--- config.mk ---
export PLATFORM = sky130hd
export DESIGN_NAME = stopwatch_ctrl
export DESIGN_NICKNAME = d
export VERILOG_FILES = /design/src/rtl/stopwatch_pkg.sv /design/src/rtl/bcd_time_inc.sv /design/src/rtl/stopwatch_ctrl.sv
export SDC_FILE = /design/constraint.sdc
export NUM_CORES = 1
export LEC_CHECK = 0
export CAP_MARGIN = 30
export CORE_ASPECT_RATIO = 0.6
export CORE_MARGIN = 1
export CORE_UTILIZATION = 49
export CTS_BUF_LIST = sky130_fd_sc_hd__clkbuf_8
export CTS_CLUSTER_SIZE = 40
export DETAILED_ROUTE_END_ITERATION = 16
export PLACE_DENSITY = 0.79
export SETUP_SLACK_MARGIN = 0.4
export SLEW_MARGIN = 30
export SYNTH_ARGS = -nofsm -noshare
export SYNTH_HDL_FRONTEND = slang
export SYNTH_HIERARCHICAL = 1
export SYNTH_SLANG_ARGS = --single-unit
--- constraint.sdc ---
create_clock -name i_sclk -period 6.2 [get_ports i_sclk]
set_clock_uncertainty 0.1 [all_clocks]
set_input_delay 1.24 -clock i_sclk [delete_from_list [all_inputs] [get_ports i_sclk]]
set_output_delay 1.24 -clock i_sclk [all_outputs]
set_load 0.02 [all_outputs]
--- src/rtl/stopwatch_pkg.sv ---
// ---------------------------------------------------------------------------
// stopwatch_pkg : shared types and BCD helpers for the stopwatch controller
// Revision 1.0
// ---------------------------------------------------------------------------
`default_nettype none

package stopwatch_pkg;

  typedef enum logic [1:0] {
    IDLE  = 2'd0,
    RUN   = 2'd1,
    PAUSE = 2'd2,
    LAP   = 2'd3
  } state_t;

  typedef struct packed {
    logic [7:0] min;
    logic [7:0] sec;
    logic [7:0] cs;
  } bcd_time_t;

  localparam logic [7:0] CS_MAX  = 8'h99;
  localparam logic [7:0] SEC_MAX = 8'h59;

  // Two-digit BCD increment; callers handle the terminal value themselves.
  function automatic logic [7:0] bcd_inc(input logic [7:0] v);
    if (v[3:0] == 4'd9) return {v[7:4] + 4'd1, 4'd0};
    else                return {v[7:4], v[3:0] + 4'd1};
  endfunction

  function automatic logic [7:0] to_bcd(input int v);
    return 8'(((v / 10) % 10) * 16 + (v % 10));
  endfunction

endpackage

`default_nettype wire

--- src/rtl/bcd_time_inc.sv ---
// ---------------------------------------------------------------------------
// bcd_time_inc : combinational MM:SS.cc BCD incrementer with wrap flag
// Revision 1.0
// ---------------------------------------------------------------------------
`default_nettype none

module bcd_time_inc import stopwatch_pkg::*; (
  input  bcd_time_t  cur_time,
  input  logic       en,
  input  logic [7:0] max_min,
  output bcd_time_t  next_time,
  output logic       wrap
);

  always_comb begin
    next_time = cur_time;
    wrap      = 1'b0;
    if (en) begin
      if (cur_time.cs == CS_MAX) begin
        next_time.cs = '0;
        if (cur_time.sec == SEC_MAX) begin
          next_time.sec = '0;
          if (cur_time.min == max_min) begin
            next_time.min = '0;
            wrap          = 1'b1;
          end else begin
            next_time.min = bcd_inc(cur_time.min);
          end
        end else begin
          next_time.sec = bcd_inc(cur_time.sec);
        end
      end else begin
        next_time.cs = bcd_inc(cur_time.cs);
      end
    end
  end

endmodule

`default_nettype wire

--- src/rtl/stopwatch_ctrl.sv ---
// ---------------------------------------------------------------------------
// stopwatch_ctrl : button-driven run/pause/lap FSM, BCD time and display bus
// Revision 1.0
// ---------------------------------------------------------------------------
`default_nettype none

module stopwatch_ctrl import stopwatch_pkg::*; #(
  parameter int MAX_MIN = 59
) (
  input  logic       i_sclk,
  input  logic       i_reset,
  input  logic       i_start_stop,
  input  logic       i_lap,
  input  logic       i_clear,
  input  logic       i_base_tick,
  output logic       o_timerenb,
  output logic       o_timer_rst_n,
  output logic       o_running,
  output logic       o_lap_active,
  output logic [7:0] o_disp_cs,
  output logic [7:0] o_disp_sec,
  output logic [7:0] o_disp_min,
  output logic       o_rollover
);

  localparam logic [7:0] MAX_MIN_BCD = to_bcd(MAX_MIN);

  state_t    state;
  bcd_time_t live_time;
  bcd_time_t lap_time;
  bcd_time_t next_live;
  logic      tq;
  logic      tick;
  logic      counting;
  logic      wrap;

  // Both edges of the timer toggle are 10 ms steps.
  assign tick     = i_base_tick ^ tq;
  assign counting = (state == RUN) || (state == LAP);

  bcd_time_inc u_inc (
    .cur_time  (live_time),
    .en        (counting & tick),
    .max_min   (MAX_MIN_BCD),
    .next_time (next_live),
    .wrap      (wrap)
  );

  always_ff @(posedge i_sclk) begin
    if (i_reset) begin
      state         <= IDLE;
      live_time     <= '0;
      lap_time      <= '0;
      tq            <= 1'b0;
      o_timerenb    <= 1'b0;
      o_timer_rst_n <= 1'b0;
      o_running     <= 1'b0;
      o_lap_active  <= 1'b0;
      o_rollover    <= 1'b0;
      {o_disp_min, o_disp_sec, o_disp_cs} <= '0;
    end else begin
      tq            <= i_base_tick;
      o_timer_rst_n <= 1'b1;
      o_rollover    <= wrap;
      live_time     <= next_live;
      {o_disp_min, o_disp_sec, o_disp_cs} <= o_lap_active ? lap_time : live_time;

      // Only the highest-priority event is acted on: clear, start_stop, lap.
      if (i_clear) begin
        state         <= IDLE;
        live_time     <= '0;
        lap_time      <= '0;
        o_lap_active  <= 1'b0;
        o_rollover    <= 1'b0;
        o_timer_rst_n <= 1'b0;
        o_timerenb    <= 1'b0;
        o_running     <= 1'b0;
      end else if (i_start_stop) begin
        case (state)
          IDLE, PAUSE: begin
            state      <= RUN;
            o_timerenb <= 1'b1;
            o_running  <= 1'b1;
          end
          RUN, LAP: begin
            state        <= PAUSE;
            o_timerenb   <= 1'b0;
            o_running    <= 1'b0;
            o_lap_active <= 1'b0;
          end
          default: ;
        endcase
      end else if (i_lap) begin
        if (state == RUN) begin
          state        <= LAP;
          lap_time     <= live_time;
          o_lap_active <= 1'b1;
        end else if (state == LAP) begin
          state        <= RUN;
          o_lap_active <= 1'b0;
        end
      end
    end
  end

endmodule

`default_nettype wire

# [Word level (Yosys, flattened, before mapping)]
# Index checks and enable logic that the tools add are counted.
[classes] bitwise=6 add_sub_neg=6 n_mux=20 n_reduce_logical=19 eq_ne=10
[ops] op="$mux 8" count=6
[ops] op="$add 4x1->4 const B" count=6
[ops] op="$mux 24" count=1
[ops] op="$eq 8x7->1 const B" count=2
[ops] op="$eq 4x4->1 const B" count=3
[ops] op="$reduce_and 3->1" count=4
[ops] op="$eq 8x8->1 const B" count=1
[ops] op="$mux 2" count=4
[ops] op="$reduce_bool 2->1" count=4
[ops] op="$mux 1" count=7
[ops] op="$reduce_and 2->1" count=3
[ops] op="$reduce_or 2->1" count=3
[ops] op="$reduce_or 5->1" count=1
[ops] op="$eq 2x2->1 const B" count=2
[ops] op="$not 1->1" count=4
[ops] op="$pmux 2 s2" count=1
[ops] op="$reduce_and 4->1" count=1
[ops] op="$reduce_bool 3->1" count=1
[ops] op="$eq 2x1->1 const B" count=1
[ops] op="$logic_not 2->1" count=1
[ops] op="$ne 2x1->1 const B" count=1
[ops] op="$pmux 1 s2" count=1
[ops] op="$and 1x1->1" count=1
[ops] op="$logic_or 1x1->1" count=1
[ops] op="$xor 1x1->1" count=1
[totals] elab_cells=79 inputBits=6 out_inout_bits=29 reg_bits=79

# [Logic depth before layout (Yosys ltp)]
[depth] depth_word=5 ltp_mapped=9 mapped_depth_nobuf=8

# [Hierarchy]
# Netlist, hierarchy kept.
[by_module_without_submodules] module="stopwatch_ctrl" seq_area_each_um2=1581.5 area_each_um2=2653.8 cells_each=263 n_inst=1
[by_module_without_submodules] module="bcd_time_inc" seq_area_each_um2=0.0 area_each_um2=818.3 cells_each=114 n_inst=1

# [Worst setup path after synthesis]
# OpenSTA, ideal clock, no wires.
[synth_path] path_kind="input-to-reg" startpoint="in i_base_tick" endpoint="reg live_time[17] in the netlist's numbering" n_path_buf=1 arrival_time_ns=2.725 setup_ns=0.059 stages=9 slack_ns=3.317 t_required_ns=6.041 cell_sequence="xor2_1 > and2_2 > buf_4 > nand4b_4 > nor2_8 > nand3_4 > or4_1 > o21ai_1 > and2_1"
[synth_between] elab_chain_cells=3
[synth_rtl] item="start, declared" line_no="stopwatch_ctrl.sv:15" rtl="input logic i_base_tick,"
[synth_rtl] item="$xor 1x1->1" line_no="stopwatch_ctrl.sv:38" rtl="assign tick = i_base_tick ^ tq;"
[synth_rtl] item="$and 1x1->1" line_no="stopwatch_ctrl.sv:43" rtl=".en (counting & tick),"
[synth_rtl] item="$reduce_and 3->1 (no line)"
[synth_rtl] item="end signal, assigned" line_no="stopwatch_ctrl.sv:65" rtl="live_time <= next_live;"
[synth_rtl] item="end, declared" line_no="stopwatch_ctrl.sv:29" rtl="bcd_time_t live_time;"
# No other way between the ends.
# A chain may end at the register's enable or synchronous reset.

# [Final worst setup path]
[layout_path] startpoint="in i_base_tick" endpoint="reg live_time[20] in the netlist's numbering"
[layout_between] elab_chain_cells=3
[layout_rtl] item="$xor 1x1->1" line_no="stopwatch_ctrl.sv:38"
[layout_rtl] item="$and 1x1->1" line_no="stopwatch_ctrl.sv:43"
[layout_rtl] item="$reduce_and 4->1 (no line)"
# No other way between the ends.

==> run metrics <==
Hold Crit Depth=2; Slew Viols, Final=0; vias in the first global route=approximately 2300; Mapped Cells=about 380; worst reg-to-reg path cell count=7; Tightest Pin Transition=715 ps; DR DRC count=0; Worst Setup Start Kind=input port; leakage power=about 1.6 nW; Top FF cell, synth=dfxtp_1; vias after detailed routing=between 2000 and 3000; Reg clk slew, reported paths=70 ps; Power Dens Cells=about 230 nW/um^2; initial antenna violation count=0; global-route wire length before repair=~11000 um; Post-synth EDFFs=0; # Max-Cap Violations=0; Hold WS=approximately 360 ps; cts hold-fix bufs=0; adder-cell share of the synthesized area=under 10%; Detail Route Antenna Nets=0; Synth top cells by count=dfxtp_1 (79), nand2_1 (64), nor2_1 (42), and2_1 (26); crit path kind=input port to flop; Sink Count=79; Hold WC Path Type=flop to flop; worst-path cell chain=clkdlybuf4s50_1, xor2_1, and2_2, nand4b_4, nor2_8, and3_1, o21ai_0, a22o_1, and2_1; delay-heaviest family, CP=simple AND/OR/NAND/NOR gates; post-synth top area share=roughly 46%; critical path peak fanout=8; Final Hold Fails=0; slew margin rel.=a little over half; total gr overflow=0; final wirelength=roughly 6700 um; WP depth=9; synthesized area=around 3500 um^2; Die X=between 100 and 150 um; Root Driver=clkbuf_8; DRT iter0 DRCs=143; peak supply drop=between 0.0001 and 0.00015 V; clk buf depth=2; # diodes=0; core area=roughly 6800 um^2; # H-tree levels=3; routed wire length per instance=roughly 13 um; Fmax=slightly above 300 MHz; GP Congestion=0.900; Tot Pwr=around 0.00094 W; multiplexer area fraction after synthesis=between 7 and 8%; simple-gate share of the synthesized area=about a quarter; Worst EP required=around 6400 ps; count of cell types in the netlist=a little over 50; chip height=67.2 um; setup violators final=0; Area Growth Syn to Fin=15.2%; Compound-Gate Fraction of Synth Area=about 9.1%; CTS tree=yes; fill count=~590; Tmin final=3290 ps; synth warn=6; leading area contributor after synthesis=dfxtp_1; post-cts gate resize count=0; top-count cell post-synth=dfxtp_1; outcome=finished clean; flops & latches, synth=79; row count=23; XOR/XNOR Fraction of Synth Area=4.29%; CP max stage delay=roughly 490 ps; Starting Density=approximately half; vias per inst=about 5; top post-synthesis cells by area=dfxtp_1 (46%), mux2i_1 (6.9%), nand2_1 (6.9%), and2_1 (4.7%), nor2_1 (4.5%); total CTS buffers=9; slowest CP cell=clkdlybuf4s50_1; num ports=35; setup bufs post-CTS=0; main combinational cell family by area after synthesis=simple AND/OR/NAND/NOR gates; largest net degree at the start of global routing=29; Avg Cell Area, Syn=9.21 um^2; share of layout cells above drive strength 1=7.00%; Layout Nets=426; Die ar.=around 7400 um^2; Setup TNS=0 ps; crit share post-route=between 50 and 60%; Reg area=between 1500 and 2000 um^2; multi-input combinational cell area=around 1700 um^2; WP data arrival=between 3000 and 4000 ps; Setup crit end kind=flop; later-pin clock latency in the skew report=around 350 ps; total track usage=about 20%; buffer and inverter count on the worst path=1; detailed placer's ending HPWL=roughly 4400 um; Pre-antenna DRT Iters=4; Post-Route Utilization=just under 60%; buffers added on ports=34; Post-synth ARST share=0%; sequential fraction of the synthesis area=45.5%; RSZ-0062 raised after global routing=false
[through the flow]
stage | setup WS [ps] | area [um^2] | cells
after floorplan | 3320 | 3490 | 383
after global placement | 2640 | 3790 | 485
after detailed placement | 2610 | 3800 | 485
after CTS | 2980 | 4010 | 501
after global routing | 2830 | 4000 | 501
final | 2910 | 4000 | 501
[worst min-delay path: stages, from the launching register on]
cell and delay (ps):
dfxtp_1 310, nand2_1 50, a21oi_1 50
[placed cells by master, fill, tap and decap left out, types with 4 or more instances in the layout]
| cell type | n |
|---|---|
| nand3_1 | 4 |
| conb_1 | 8 |
| and2_1 | 26 |
| a22o_1 | 6 |
| inv_1 | 8 |
| nor2_1 | 42 |
| dfxtp_1 | 79 |
| nand2_1 | 64 |
| a21oi_1 | 24 |
| clkbuf_8 | 9 |
| ha_1 | 11 |
| nand4_1 | 4 |
| mux2i_1 | 24 |
| o21ai_0 | 10 |
| clkdlybuf4s50_1 | 33 |
| xor2_1 | 15 |
[worst paths after layout]
check | slack [ps] | endpoint | from
worst min register to register | 360 | lap_time[15] | lap_time[15]
worst max-delay path | 2910 | live_time[20] | i_base_tick
worst min-delay path | 360 | lap_time[15] | lap_time[15]
worst max register to register | 3950 | live_time[20] | state[0]
[logic make-up (layout without fill, tap and decap cells)]
logic type,after synthesis,after routing
AND/OR/NAND/NOR,164,164
flip-flops,79,79
AO/OA/AOI/OAI,52,52
buffers and inverters,27,58
multiplexers,25,25
XOR/XNOR,17,17
adder cells (fa/ha/maj),11,11
other,2,8
[state kept, by name, indices dropped and copies added, names as in the netlist]
register and flops:
o_disp_cs 8, o_disp_sec 8, tq 1, o_running 1, o_lap_active 1, o_timer_rst_n 1, live_time 24, o_disp_min 8
lap_time 24, o_rollover 1, state 2
[routing by layer]
layer / global-route usage (%) / vias up / wire [um]
met5: 0 / - / 0
met4: 5.00 / 0 / 55
met3: 7.72 / 7 / 321
met2: 31.4 / 46 / 2880
met1: 25.4 / 1207 / 3410
li1: - / 1307 / -
[where the power goes]
part	internal [W]	switching, W	leakage [nW]	total, W
combinational	0.0000101	0.0000188	0.804	0.0000289
sequential	0.000509	0.00000178	0.637	0.000511
clock	0.000221	0.000178	0.117	0.000399
total	0.000740	0.000199	1.56	0.000939
[area by class of cell]
type / instances / area share [%]
sequential: 79 / 39.5
timing repair buffer: 36 / 8.76
tap: 87 / 2.72
clock buffer: 9 / 3.10
clock inverter: 7 / 2.03
multi-input combinational: 277 / 43.3
inverter: 6 / 0.563
No activity file was read; power rests on OpenSTA's default activity.
